### config.mk
export PLATFORM = sky130hd
export DESIGN_NAME = fetch_stage
export DESIGN_NICKNAME = d
export VERILOG_FILES = /design/src/rtl/fetch_stage.sv
export SDC_FILE = /design/constraint.sdc
export NUM_CORES = 1
export LEC_CHECK = 0
export CAP_MARGIN = 20
export CORE_MARGIN = 3
export CORE_UTILIZATION = 45
export DETAILED_ROUTE_END_ITERATION = 8
export GPL_TIMING_DRIVEN = 0
export PLACE_DENSITY = 0.71
export RECOVER_POWER = 25
export REMOVE_ABC_BUFFERS = 1
export SYNTH_ARGS = -nofsm -noshare
export SYNTH_HDL_FRONTEND = slang
export SYNTH_SLANG_ARGS = --single-unit
### constraint.sdc
create_clock -name clk -period 4.2 [get_ports clk]
set_input_delay 0.84 -clock clk [delete_from_list [all_inputs] [get_ports clk]]
set_output_delay 0.84 -clock clk [all_outputs]
set_load 0.02 [all_outputs]
### src/rtl/fetch_stage.sv
// Instruction-fetch stage of the 5-stage RV32I pipeline.
// Owns PCF, issues one instruction-memory read at a time, and drives the
// IF/ID register (InstrD/PCD/PCPlus4D/ValidD) consumed by decode.
// A one-entry hold buffer parks returned data while decode is stalled.
module fetch_stage #(
    parameter logic [31:0] RESET_PC  = 32'h0000_0000,
    parameter logic [31:0] NOP_INSTR = 32'h0000_0013
) (
    input  logic        clk,
    input  logic        rst,
    input  logic        StallF,
    input  logic        FlushD,
    input  logic        PCSrcE,
    input  logic [31:0] PCTargetE,
    output logic        imem_req,
    output logic [31:0] imem_addr,
    input  logic        imem_rdy,
    input  logic        imem_rvalid,
    input  logic [31:0] imem_rdata,
    output logic [31:0] InstrD,
    output logic [31:0] PCD,
    output logic [31:0] PCPlus4D,
    output logic        ValidD
);

    typedef enum logic [1:0] {
        S_REQ  = 2'd0,
        S_WAIT = 2'd1,
        S_HOLD = 2'd2
    } state_t;

    state_t      state;
    logic [31:0] pcf;
    logic [31:0] req_pc;
    logic        kill;
    logic [31:0] hold_instr;
    logic [31:0] hold_pc;

    logic        accepted;
    logic        wait_deliver;
    logic        hold_deliver;
    logic        deliver;
    logic [31:0] deliver_instr;
    logic [31:0] deliver_pc;

    // Sequential PC increment; wraps modulo 2^32.
    function automatic logic [31:0] pc_inc(input logic [31:0] pc);
        return pc + 32'd4;
    endfunction

    // A redirect cycle never carries a request, so the stale PCF is never issued.
    assign imem_req  = (state == S_REQ) & ~PCSrcE & ~rst;
    assign imem_addr = pcf;
    assign accepted  = imem_req & imem_rdy;

    // Data reaches IF/ID either straight from memory or from the hold buffer.
    assign wait_deliver  = (state == S_WAIT) & imem_rvalid & ~kill & ~PCSrcE & ~StallF & ~FlushD;
    assign hold_deliver  = (state == S_HOLD) & ~PCSrcE & ~FlushD & ~StallF;
    assign deliver       = wait_deliver | hold_deliver;
    assign deliver_instr = (state == S_HOLD) ? hold_instr : imem_rdata;
    assign deliver_pc    = (state == S_HOLD) ? hold_pc    : req_pc;

    // Fetch control: PC sequencing, request/response tracking, kill flag and hold buffer.
    always_ff @(posedge clk) begin
        if (rst) begin
            state      <= S_REQ;
            pcf        <= RESET_PC;
            req_pc     <= RESET_PC;
            kill       <= 1'b0;
            hold_instr <= NOP_INSTR;
            hold_pc    <= RESET_PC;
        end else begin
            case (state)
                S_REQ: begin
                    if (PCSrcE) begin
                        pcf <= PCTargetE;
                    end else if (accepted) begin
                        req_pc <= pcf;
                        pcf    <= pc_inc(pcf);
                        state  <= S_WAIT;
                    end
                end
                S_WAIT: begin
                    // A redirect always moves PCF; the in-flight read is only marked dead.
                    if (PCSrcE) begin
                        pcf <= PCTargetE;
                    end
                    if (imem_rvalid) begin
                        if (kill || PCSrcE) begin
                            kill  <= 1'b0;
                            state <= S_REQ;
                        end else if (!StallF && !FlushD) begin
                            state <= S_REQ;
                        end else if (StallF) begin
                            hold_instr <= imem_rdata;
                            hold_pc    <= req_pc;
                            state      <= S_HOLD;
                        end else begin
                            state <= S_REQ;
                        end
                    end else if (PCSrcE) begin
                        kill <= 1'b1;
                    end
                end
                S_HOLD: begin
                    if (PCSrcE) begin
                        pcf <= PCTargetE;
                    end
                    if (PCSrcE || FlushD || !StallF) begin
                        state <= S_REQ;
                    end
                end
                default: begin
                    state <= S_REQ;
                end
            endcase
        end
    end

    // IF/ID register: flush beats stall, stall beats delivery, otherwise a bubble.
    always_ff @(posedge clk) begin
        if (rst) begin
            InstrD   <= NOP_INSTR;
            PCD      <= 32'd0;
            PCPlus4D <= 32'd0;
            ValidD   <= 1'b0;
        end else if (FlushD) begin
            InstrD <= NOP_INSTR;
            ValidD <= 1'b0;
        end else if (!StallF) begin
            if (deliver) begin
                InstrD   <= deliver_instr;
                PCD      <= deliver_pc;
                PCPlus4D <= pc_inc(deliver_pc);
                ValidD   <= 1'b1;
            end else begin
                InstrD <= NOP_INSTR;
                ValidD <= 1'b0;
            end
        end
    end

endmodule

Word-level counts from Yosys, hierarchy flattened
Cells that the tools add are included.

Register bits after elaboration: 228. Input port bits: 71. Output and inout port bits: 130.

Add/sub/neg operators: 2. Eq/ne operators: 9. Mux-type cells: 19. Bitwise operators: 19. Reduce and logical (&&, ||, !) cells: 17.

Operator list (count): 32-bit two-way mux (6); 32-bit by 3-bit adder with 32-bit output, second input constant (2); 32-bit case mux with 2 select lines (1); 2-bit two-way mux (7); 3-bit AND reduction (4); 1-bit AND (11); 1-bit NOT (7); 2-bit by 1-bit != test with 1-bit output, second input constant (3); 2-bit != test, second input constant (3); 2-bit case mux with 3 select lines (1); 5-bit AND reduction (1); 1-bit two-way mux (4); 4-bit AND reduction (1); 2-bit nonzero test (2); 2-bit OR reduction (2); 1-bit logical OR (3); 3-bit != test, second input constant (1); 2-bit by 1-bit == test with 1-bit output, second input constant (1); 2-bit == test, second input constant (1); 1-bit zero test (2); 2-bit zero test (1); 1-bit logical AND (1); 1-bit bitwise OR (1).

Depth between registers and ports, before layout
Gate-level depths: netlist (run 1).

Depth in word-level cells: 8. Depth in mapped cells: 12. Gate-level depth less buffers: 9.

Least setup slack after synthesis (run 1)
No wires, ideal clock.

Path kind: register to register. Start: reg state[0]. End: reg PCPlus4D[30]. Arrival: 2.786 ns. Required time: 4.105 ns. Slack: 1.318 ns. Cell stages (with the launch flop): 13. Path buffers: 3. Cell sequence: dfxtp_1 -> inv_1 -> ha_1 -> buf_6 -> buf_4 -> mux2i_1 -> inv_1 -> ha_1 -> nand3b_1 -> or4_1 -> buf_2 -> or3_1 -> o311ai_1.

Elaborated cells between the ends (all ways): 14.

RTL lines: start, declared (line 32) `state_t state;`; start signal, assigned (line 66) `state <= S_REQ;`; start signal, assigned (line 80) `state <= S_WAIT;`; start signal, assigned (line 91) `state <= S_REQ;`; 2-bit == test (line 61) `assign deliver_pc = (state == S_HOLD) ? hold_pc : req_pc;`; 32-bit two-way mux (line 61); named net deliver_pc[2] (line 44) `logic [31:0] deliver_pc;`; 32-bit by 3-bit adder with 32-bit output (line 48) `return pc + 32'd4;`; end signal, assigned (line 134) `PCPlus4D <= pc_inc(deliver_pc);`; end, declared (line 22) `output logic [31:0] PCPlus4D,`.

The timed path passes the listed nets, and every way through them passes these cells. A chain may end at the register's enable or synchronous reset.

Worst setup path in the final report (run 1)
Start: reg state[0]. End: reg PCPlus4D[20].

The elaborated chain is that of the path after synthesis.

==> results.cfg, run 1 <==
[floorplan]
io_pins = 201
start_util = 0.4640
rows = 54
dieArea_um2 = 24700
die_h_um = 157.2
chipWidth_um = 157.2
core_area_um2 = 22160

[layout]
mostFrequentLayoutCells = 269 x nand2_1, 226 x dfxtp_1, 163 x a21oi_1
layout_commonest_cell = nand2_1
nets = 1514
syn_to_final_growth_pct = 29.78
fin_area_um2 = 13340
diodes = 0
layout-drive-gt1-share = 0.05169

[clocking]
post_cts_buffers = 0
cts_buffer_depth = 3
cts_tree = yes
ctsRootBufferMaster = clkbuf_16
cts_inserted_buffers = 25
htreeDepth = 1
hold_buffers = 0
clkLatencyLatePin_ps = 520
cts_sinks = 226
clk_pin_slew_ps = 60
cts.repair.resized = 0

[timing]
period_needed_ps = 3933
relSlewSlack = 0.3228
fin_crit_sh = 0.9365
fin_skew_ps = 10.50
worst_slew_pin_slew_ps = 1007
final_hold_viol_count = 0
maxSlewViolCount = 0
rsz0062_at_grt = false
setup_viol = 0
fmax_mhz = 254.2

[synthesis]
avgSynthCellArea_um2 = 7.916
ys_top_cells_by_area = dfxtp_1 44%, nand2_1 9.9%, a21oi_1 7.9%
synth_cell_types = 62
synthArstFlopShare = 0
synth_area_um2 = 10280
synth_top_area_share = 0.4400
ys_seq_area_frac = 0.4400
synth_edf_count = 0
yosys_warnings = 0
postSynthCellCount = 1299
ys_seq_elements = 226
yosysTopAreaCell = dfxtp_1
synth_ff_type = dfxtp_1

[critical_path]
endpoint_kind = flip-flop
cp_max_fo = 56
crit_type = reg -> reg
required_ps = 4610
startpoint_type = flip-flop
cp.arrival_ps = 4340

[status]
status = finished clean

[place]
place_area_um2 = 12460
place_congestion = 0.8161
port-buffer-count = 200
dp_hpwl_mm = 19.85

[job]
cap_violations = 0

[grt]
grt_pass1_vias = 9098
track_usage = 0.2298
grt_pass1_wl_mm = 47.40
grt_max_degree = 99
antenna_found_initial = 0
grt-ovfl-total = 0

[route]
num_vias = 9967
routedWlPerCell_um = 17.04
postRouteAntennaNets = 0
drc = 0
drt-initial-drc-count = 692
drt_wl_total_mm = 29.50
firstDrtPassIters = 5
avgViaCountPerCell = 5.758

[pwr]
powerDensity_nw_per_um2 = 389.0
leakagePower_nw = 4.634
p_total_mw = 5.191
vdd_ir_drop_max_uv = 245.9

[hold_path]
hold_path.class = reg -> reg
-- through the flow --
step                      setup slack [ps]  hold slack (ps)    util  TNS, ps  cells
after floorplan                      -2715            430.0       -  -156800   1196
after global placement               -6598            440.9  0.5512  -933920   1676
after detailed placement             106.8            445.2  0.5623        0   1686
after CTS                            238.4            453.6  0.5984        0   1728
after global routing                 16.20            473.0  0.6021        0   1731
final                                266.6            446.2  0.6021        0   1731
-- final timing paths --
kind / startpoint / end / slack, ps / cells after the start
min: PCPlus4D[7] / PCPlus4D[7] / 450 / 2
max: state[0] / PCPlus4D[20] / 270 / 10
max reg2reg: state[0] / PCPlus4D[20] / 270 / 10
min reg2reg: PCPlus4D[7] / PCPlus4D[7] / 450 / 2
-- layer usage --
layer | share of wire | track usage | up-vias | wire length [um]
li1 | - | - | 4890 | -
met1 | 0.46 | 0.3227 | 4707 | 13570
met2 | 0.46 | 0.3712 | 324 | 13500
met3 | 0.059 | 0.03602 | 46 | 1748
met4 | 0.023 | 0.05950 | 0 | 685
met5 | 0 | 0 | - | 0
-- state kept, by name (all words and copies together), names as in the netlist --
register and count:
InstrD 32, PCD 32, hold_instr 32, hold_pc 32, imem_addr 32, req_pc 32, PCPlus4D 30, state 2
ValidD 1, kill 1
-- report_power, final --
| part | total [mW] | switching (mW) | internal [mW] | leakage [nW] |
|---|---|---|---|---|
| sequential | 2.32 | 0.105 | 2.22 | 1.83 |
| combinational | 0.726 | 0.411 | 0.315 | 2.41 |
| clock | 2.14 | 0.874 | 1.27 | 0.396 |
-- Yosys cell counts (3+ instances only) --
library cell	instances
o21ai_0	39
nor3_1	25
xnor2_1	4
o31ai_1	9
nand4_1	17
a41o_1	4
a211oi_1	35
a32o_1	6
a21o_1	4
buf_2	9
and3_1	14
inv_1	11
nand4b_1	4
o311ai_1	3
or4_1	8
ha_1	7
mux2i_1	61
nor4_1	4
a31oi_1	9
buf_1	17
a2111oi_0	4
clkbuf_1	72
or3_1	7
nand3b_1	9
and2_1	8
nand3_1	47
a221oi_1	3
o21a_1	3
a22o_1	3
mux2_2	10
a32oi_1	3
a21oi_1	163
and4_1	6
dfxtp_1	226
o22ai_1	7
a311oi_1	5
nand2_1	270
buf_4	4
nor2_1	122
a311o_1	3
o311ai_0	6
-- worst max-delay path, stage by stage, from the launching register on --
cell,delay [ps]
dfxtp_1,340
inv_1,150
ha_4,640
buf_16,350
mux2i_1,210
inv_1,90
ha_1,260
nand3b_1,260
nor4_1,890
a2111oi_0,230
a311o_1,360
-- kinds of logic (layout without fill, tap and decap cells) --
kind of cell	Yosys count	in the layout	share of synthesized area
AND/OR/NAND/NOR	552	552	0.2390
XOR/XNOR	5	5	0.004259
AO/OA/AOI/OAI	324	324	0.1930
multiplexers	71	71	0.07033
adder cells (fa/ha/maj)	7	7	0.008517
buffers and inverters	114	266	0.04490
flip-flops	226	226	0.4400
-- cell type report --
type	count	area (um^2)
inverters	11	41.29
multi-input cells	959	5329
well taps	280	350.3
flip-flops and latches	226	4524
repair buffers	213	2300
fillers	1991	8817
clock buffers	35	733.2
clock inverters	7	66.31
Note: power is estimated with default switching activity, not from simulation.
==> inputs of run 2 (changes only) <==
- CORE_ASPECT_RATIO: unset -> 1.4
==> run 2 against run 1 <==
Compared with the run above:
- global-route usage down 0.84 points
- largest cell class unchanged
- first-iteration DRC count is 15% lower
- critical endpoint is now imem_req
- die area is 0.11% higher
- clock skew barely moved
==> results.cfg, run 2 (same netlist as run 1, synthesis figures left out) <==
[route]
firstDrtPassIters = 7
drc = 0
avgViaCountPerCell = 5.585
postRouteAntennaNets = 0
drt_wl_total_mm = 28.53
num_vias = 9757
drt-initial-drc-count = 588
routedWlPerCell_um = 16.33

[grt]
antenna_found_initial = 0
grt_pass1_vias = 9154
met2_usage = 0.3770
grt_pass1_wl_mm = 46.31
grt_max_degree = 119
track_usage = 0.2215
grt-ovfl-total = 0
met1_usage = 0.2852
grtUsageMet3 = 0.03125
busiest_layer = met2

[critical_path]
startpoint_type = input port
crit_chain = dlygate4sd3_1, nor3b_1, clkdlybuf4s50_1
slowest_delay_ps = 780
endpoint_kind = output port
cp_max_fo = 17
cp.arrival_ps = 2710
required_ps = 3360
cp_slowest_cell = dlygate4sd3_1
crit_type = in -> out

[pwr]
power.share.clock = 0.402
comb_power_share = 0.143
p_switching_mw = 1.332
intPower_mw = 3.751
netSwitchingFraction = 0.2620
p_total_mw = 5.083
p_seq_frac = 0.456
leakagePower_nw = 4.622
powerDensity_nw_per_um2 = 381.2
vdd_ir_drop_max_uv = 250.0

[floorplan]
core_area_um2 = 22180
die_h_um = 184.9
io_pins = 201
chipWidth_um = 133.8
dieArea_um2 = 24730
rows = 64
start_util = 0.4636

[layout]
fillCellCount = 2065
diodes = 0
mostFrequentLayoutCells = 269 x nand2_1, 226 x dfxtp_1, 163 x a21oi_1
fin_area_um2 = 13340
nets = 1513
layout-drive-gt1-share = 0.04966
regArea_um2 = 4524
multi_input_area_um2 = 5329
layout_commonest_cell = nand2_1
syn_to_final_growth_pct = 29.69

[place]
place_area_um2 = 12520
place_congestion = 0.8798
port-buffer-count = 200
dp_hpwl_mm = 19.63

[timing]
setup_viol = 0
relSlewSlack = 0.3748
final_hold_viol_count = 0
period_needed_ps = 3551
fmax_mhz = 281.6
fin_skew_ps = 10.26
fin_crit_sh = 0.8454
rsz0062_at_grt = false
maxSlewViolCount = 0
worst_slew_pin_slew_ps = 937.8

[clocking]
cts_sinks = 226
cts.repair.resized = 0
ctsRootBufferMaster = clkbuf_16
clk_pin_slew_ps = 60
htreeDepth = 1
cts_buffer_depth = 3
clkLatencyLatePin_ps = 510
post_cts_buffers = 0
cts_tree = yes
cts_inserted_buffers = 22
hold_buffers = 0

[status]
status = finished clean

[job]
cap_violations = 0

[hold_path]
hold_path.class = reg -> reg
==> run 2: cell types whose count changed in the layout (fill, tap and decap cells not counted) <==
cell	change
clkbuf_1	+2
buf_8	+1
inv_6	-1
clkbuf_16	-2
buf_12	-1
buf_2	+1
buf_16	+1
clkinv_2	+2
bufinv_16	+2
clkinvlp_4	-1
clkbuf_8	-5
==> run 2: metrics by stage <==
stage / instances / setup slack (ps) / utilization / TNS (ps) / hold WS (ps)
4_1_cts: 1743 / 624.7 / 0.5978 / 0 / 452.5
3_3_place_gp: 1693 / -6544 / 0.5516 / -910660 / 439.3
2_1_floorplan: 1196 / -2715 / - / -156800 / 430.0
5_1_grt: 1747 / 513.9 / 0.6012 / 0 / 469.3
3_5_place_dp: 1704 / 276.6 / 0.5644 / 0 / 444.1
6_report: 1747 / 649.3 / 0.6012 / 0 / 448.3
==> run 2: final cells by class <==
class                           instances  area share
Timing Repair Buffer                  215      0.1745
Clock inverter                          9    0.009007
Tap cell                              297     0.02787
Inverter                               11    0.003096
Clock buffer                           30     0.04663
Sequential cell                       226      0.3393
Multi-Input combinational cell        959      0.3996
==> run 2: layer usage <==
layer	vias up	share of wire
met4	0	0.035
met2	316	0.48
li1	4886	-
met3	65	0.060
met1	4490	0.43
met5	-	0
==> run 2: power by group through the flow <==
stage               Sequential, mW  Clock (mW)  Combinational, mW
finish                        2.32        2.04              0.726
global route                  2.33        2.17              0.792
CTS                           2.31        2.09              0.711
detailed placement            2.36           0              0.707
global placement              2.36           0              0.687
floorplan                     2.40           0              0.315
==> run 2: critical path, delay by kind of cell <==
| kind | cells | cell delay, ps |
|---|---|---|
| and+or+nand+nor | 1 | 410 |
| buffers and inverters | 2 | 1460 |
==> run 2: final timing paths <==
check / startpoint / to / slack, ps / depth (start not counted)
max: PCSrcE / imem_req / 650 / 3
min: PCPlus4D[14] / PCPlus4D[14] / 450 / 2
max reg2reg: state[0] / PCPlus4D[30] / 890 / 10
min reg2reg: PCPlus4D[14] / PCPlus4D[14] / 450 / 2
==> inputs of run 3 (changes only) <==
- PLACE_DENSITY: 0.71 -> 0.74
- clock period: 4.2 -> 3.05 ns (I/O delays scaled with it)
==> run 3 against run 2 <==
Compared with the run above:
- sequential power increased by 38%
- sequential share of layout area decreased by 0.19 points
- worst hold slack about the same
- final area increased by 0.56%
==> results.cfg, run 3 (same netlist as run 1, synthesis figures left out) <==
[critical_path]
crit_chain = inv_1, ha_4, mux2i_1, inv_1, ha_1, nand3b_1, or4_4, or3_1, o311ai_1
slowest_delay_ps = 640
startpoint_type = flip-flop
cp_max_fo = 10
cp_slowest_cell = or4_4
endpoint_kind = flip-flop
required_ps = 3460
crit_path_frequent_cell = inv_1
crit_type = reg -> reg
cp.arrival_ps = 3420

[clocking]
clk_pin_slew_ps = 60
clkLatencyLatePin_ps = 520
ctsRootBufferMaster = clkbuf_16
cts_tree = yes
htreeDepth = 1
cts_sinks = 226
cts_inserted_buffers = 23
cts_buffer_depth = 3

[route]
drc = 0
drt-initial-drc-count = 626
firstDrtPassIters = 4
routedWlPerCell_um = 16.47
drt_wl_total_mm = 28.86
avgViaCountPerCell = 5.641
num_vias = 9883
postRouteAntennaNets = 0

[grt]
grt_max_degree = 110
grt-ovfl-total = 0
grt_pass1_vias = 9288
grt_pass1_wl_mm = 47.10
antenna_found_initial = 0
track_usage = 0.2248

[pwr]
p_total_mw = 7.037
leakagePower_nw = 4.617
vdd_ir_drop_max_uv = 431.4
powerDensity_nw_per_um2 = 524.7

[place]
dp_slack_ps = -636.8
place_area_um2 = 12490
dp_hpwl_mm = 19.54
place_congestion = 0.8671
port-buffer-count = 200

[hold_path]
hold_path.class = reg -> reg

[timing]
fmax_mhz = 332.4
fin_crit_sh = 0.9863
setup_viol = 0
period_needed_ps = 3008
maxSlewViolCount = 0
worst_slack_ps = 41.92
rsz0062_at_grt = true
final_hold_viol_count = 0
fin_skew_ps = 22.97
setup-tns-final_ps = 0
worst_slew_pin_slew_ps = 925.1
relSlewSlack = 0.3833

[layout]
diodes = 0
mostFrequentLayoutCells = 268 x nand2_1, 226 x dfxtp_1, 163 x a21oi_1
fillCellCount = 1997
nets = 1518
multi_input_area_um2 = 5380
regArea_um2 = 4524
fin_area_um2 = 13410
layout-drive-gt1-share = 0.06048
syn_to_final_growth_pct = 30.42
layout_commonest_cell = nand2_1

[floorplan]
io_pins = 201
chipWidth_um = 133.8
rows = 64
dieArea_um2 = 24730
die_h_um = 184.9
core_area_um2 = 22180
start_util = 0.4636

[job]
cap_violations = 0

[status]
status = finished clean
-- run 3: changes by cell type in the layout (fill, tap and decap cells not counted), moves of 2 or more --
| cell | previous run | this run |
|---|---|---|
| buf_6 | 2 | 4 |
| clkdlybuf4s50_1 | 112 | 126 |
| dlygate4sd3_1 | 87 | 71 |
| clkbuf_8 | 2 | 4 |
| clkinvlp_4 | 0 | 2 |
| clkbuf_1 | 5 | 3 |
| buf_4 | 0 | 4 |
| clkinv_2 | 6 | 4 |
| buf_16 | 7 | 5 |
-- run 3: power breakdown --
part           total [mW]  internal [mW]  switching (mW)
Sequential           3.19           3.05           0.138
Clock                2.85           1.66            1.19
Combinational        1.00          0.431           0.569
-- run 3: what timing repair did --
action                     4_1_cts  5_1_grt
buffers inserted                 2        4
pin swaps                        2        0
resized for setup               10        4
cloned                           0        0
hold buffers                     0        0
setup endpoints to repair       40       11
-- run 3: final timing paths --
kind / startpoint / endpoint / slack (ps) / cells after the start
max: state[0] / PCPlus4D[30] / 40 / 9
min: PCPlus4D[6] / PCPlus4D[6] / 450 / 2
max reg2reg: state[0] / PCPlus4D[30] / 40 / 9
min reg2reg: PCPlus4D[6] / PCPlus4D[6] / 450 / 2
-- run 3: layout make-up --
class | count | share of cell area
multi-input cells | 959 | 0.4012
flip-flops and latches | 226 | 0.3374
repair buffers | 219 | 0.1738
clock buffers | 29 | 0.04758
well taps | 297 | 0.02771
clock inverters | 11 | 0.009237
inverters | 11 | 0.003079
-- run 3: critical path, delay by kind of cell (launching register included) --
kind	cells	cell delay [ps]
AOI/OAI and AO/OA	1	270
adders and majority gates	2	460
buffers and inverters	2	230
DFF	1	410
muxes	1	220
and+or+nand+nor	3	1310
-- run 3: routing by layer --
layer,global-route usage,up-vias,part of all wire
met5,0,-,0
met4,0.06958,0,0.028
met3,0.02500,56,0.056
met2,0.3922,334,0.49
met1,0.2931,4610,0.43
li1,-,4883,-
-- run 3: metrics by stage --
stage / utilization / hold slack [ps] / std cells
3_5_place_dp: 0.5632 / 446.3 / 1704
6_report: 0.6046 / 448.7 / 1752
4_1_cts: 0.6009 / 454.9 / 1746
2_1_floorplan: - / 430.0 / 1196
5_1_grt: 0.6046 / 473.4 / 1752
3_3_place_gp: 0.5516 / 440.7 / 1693
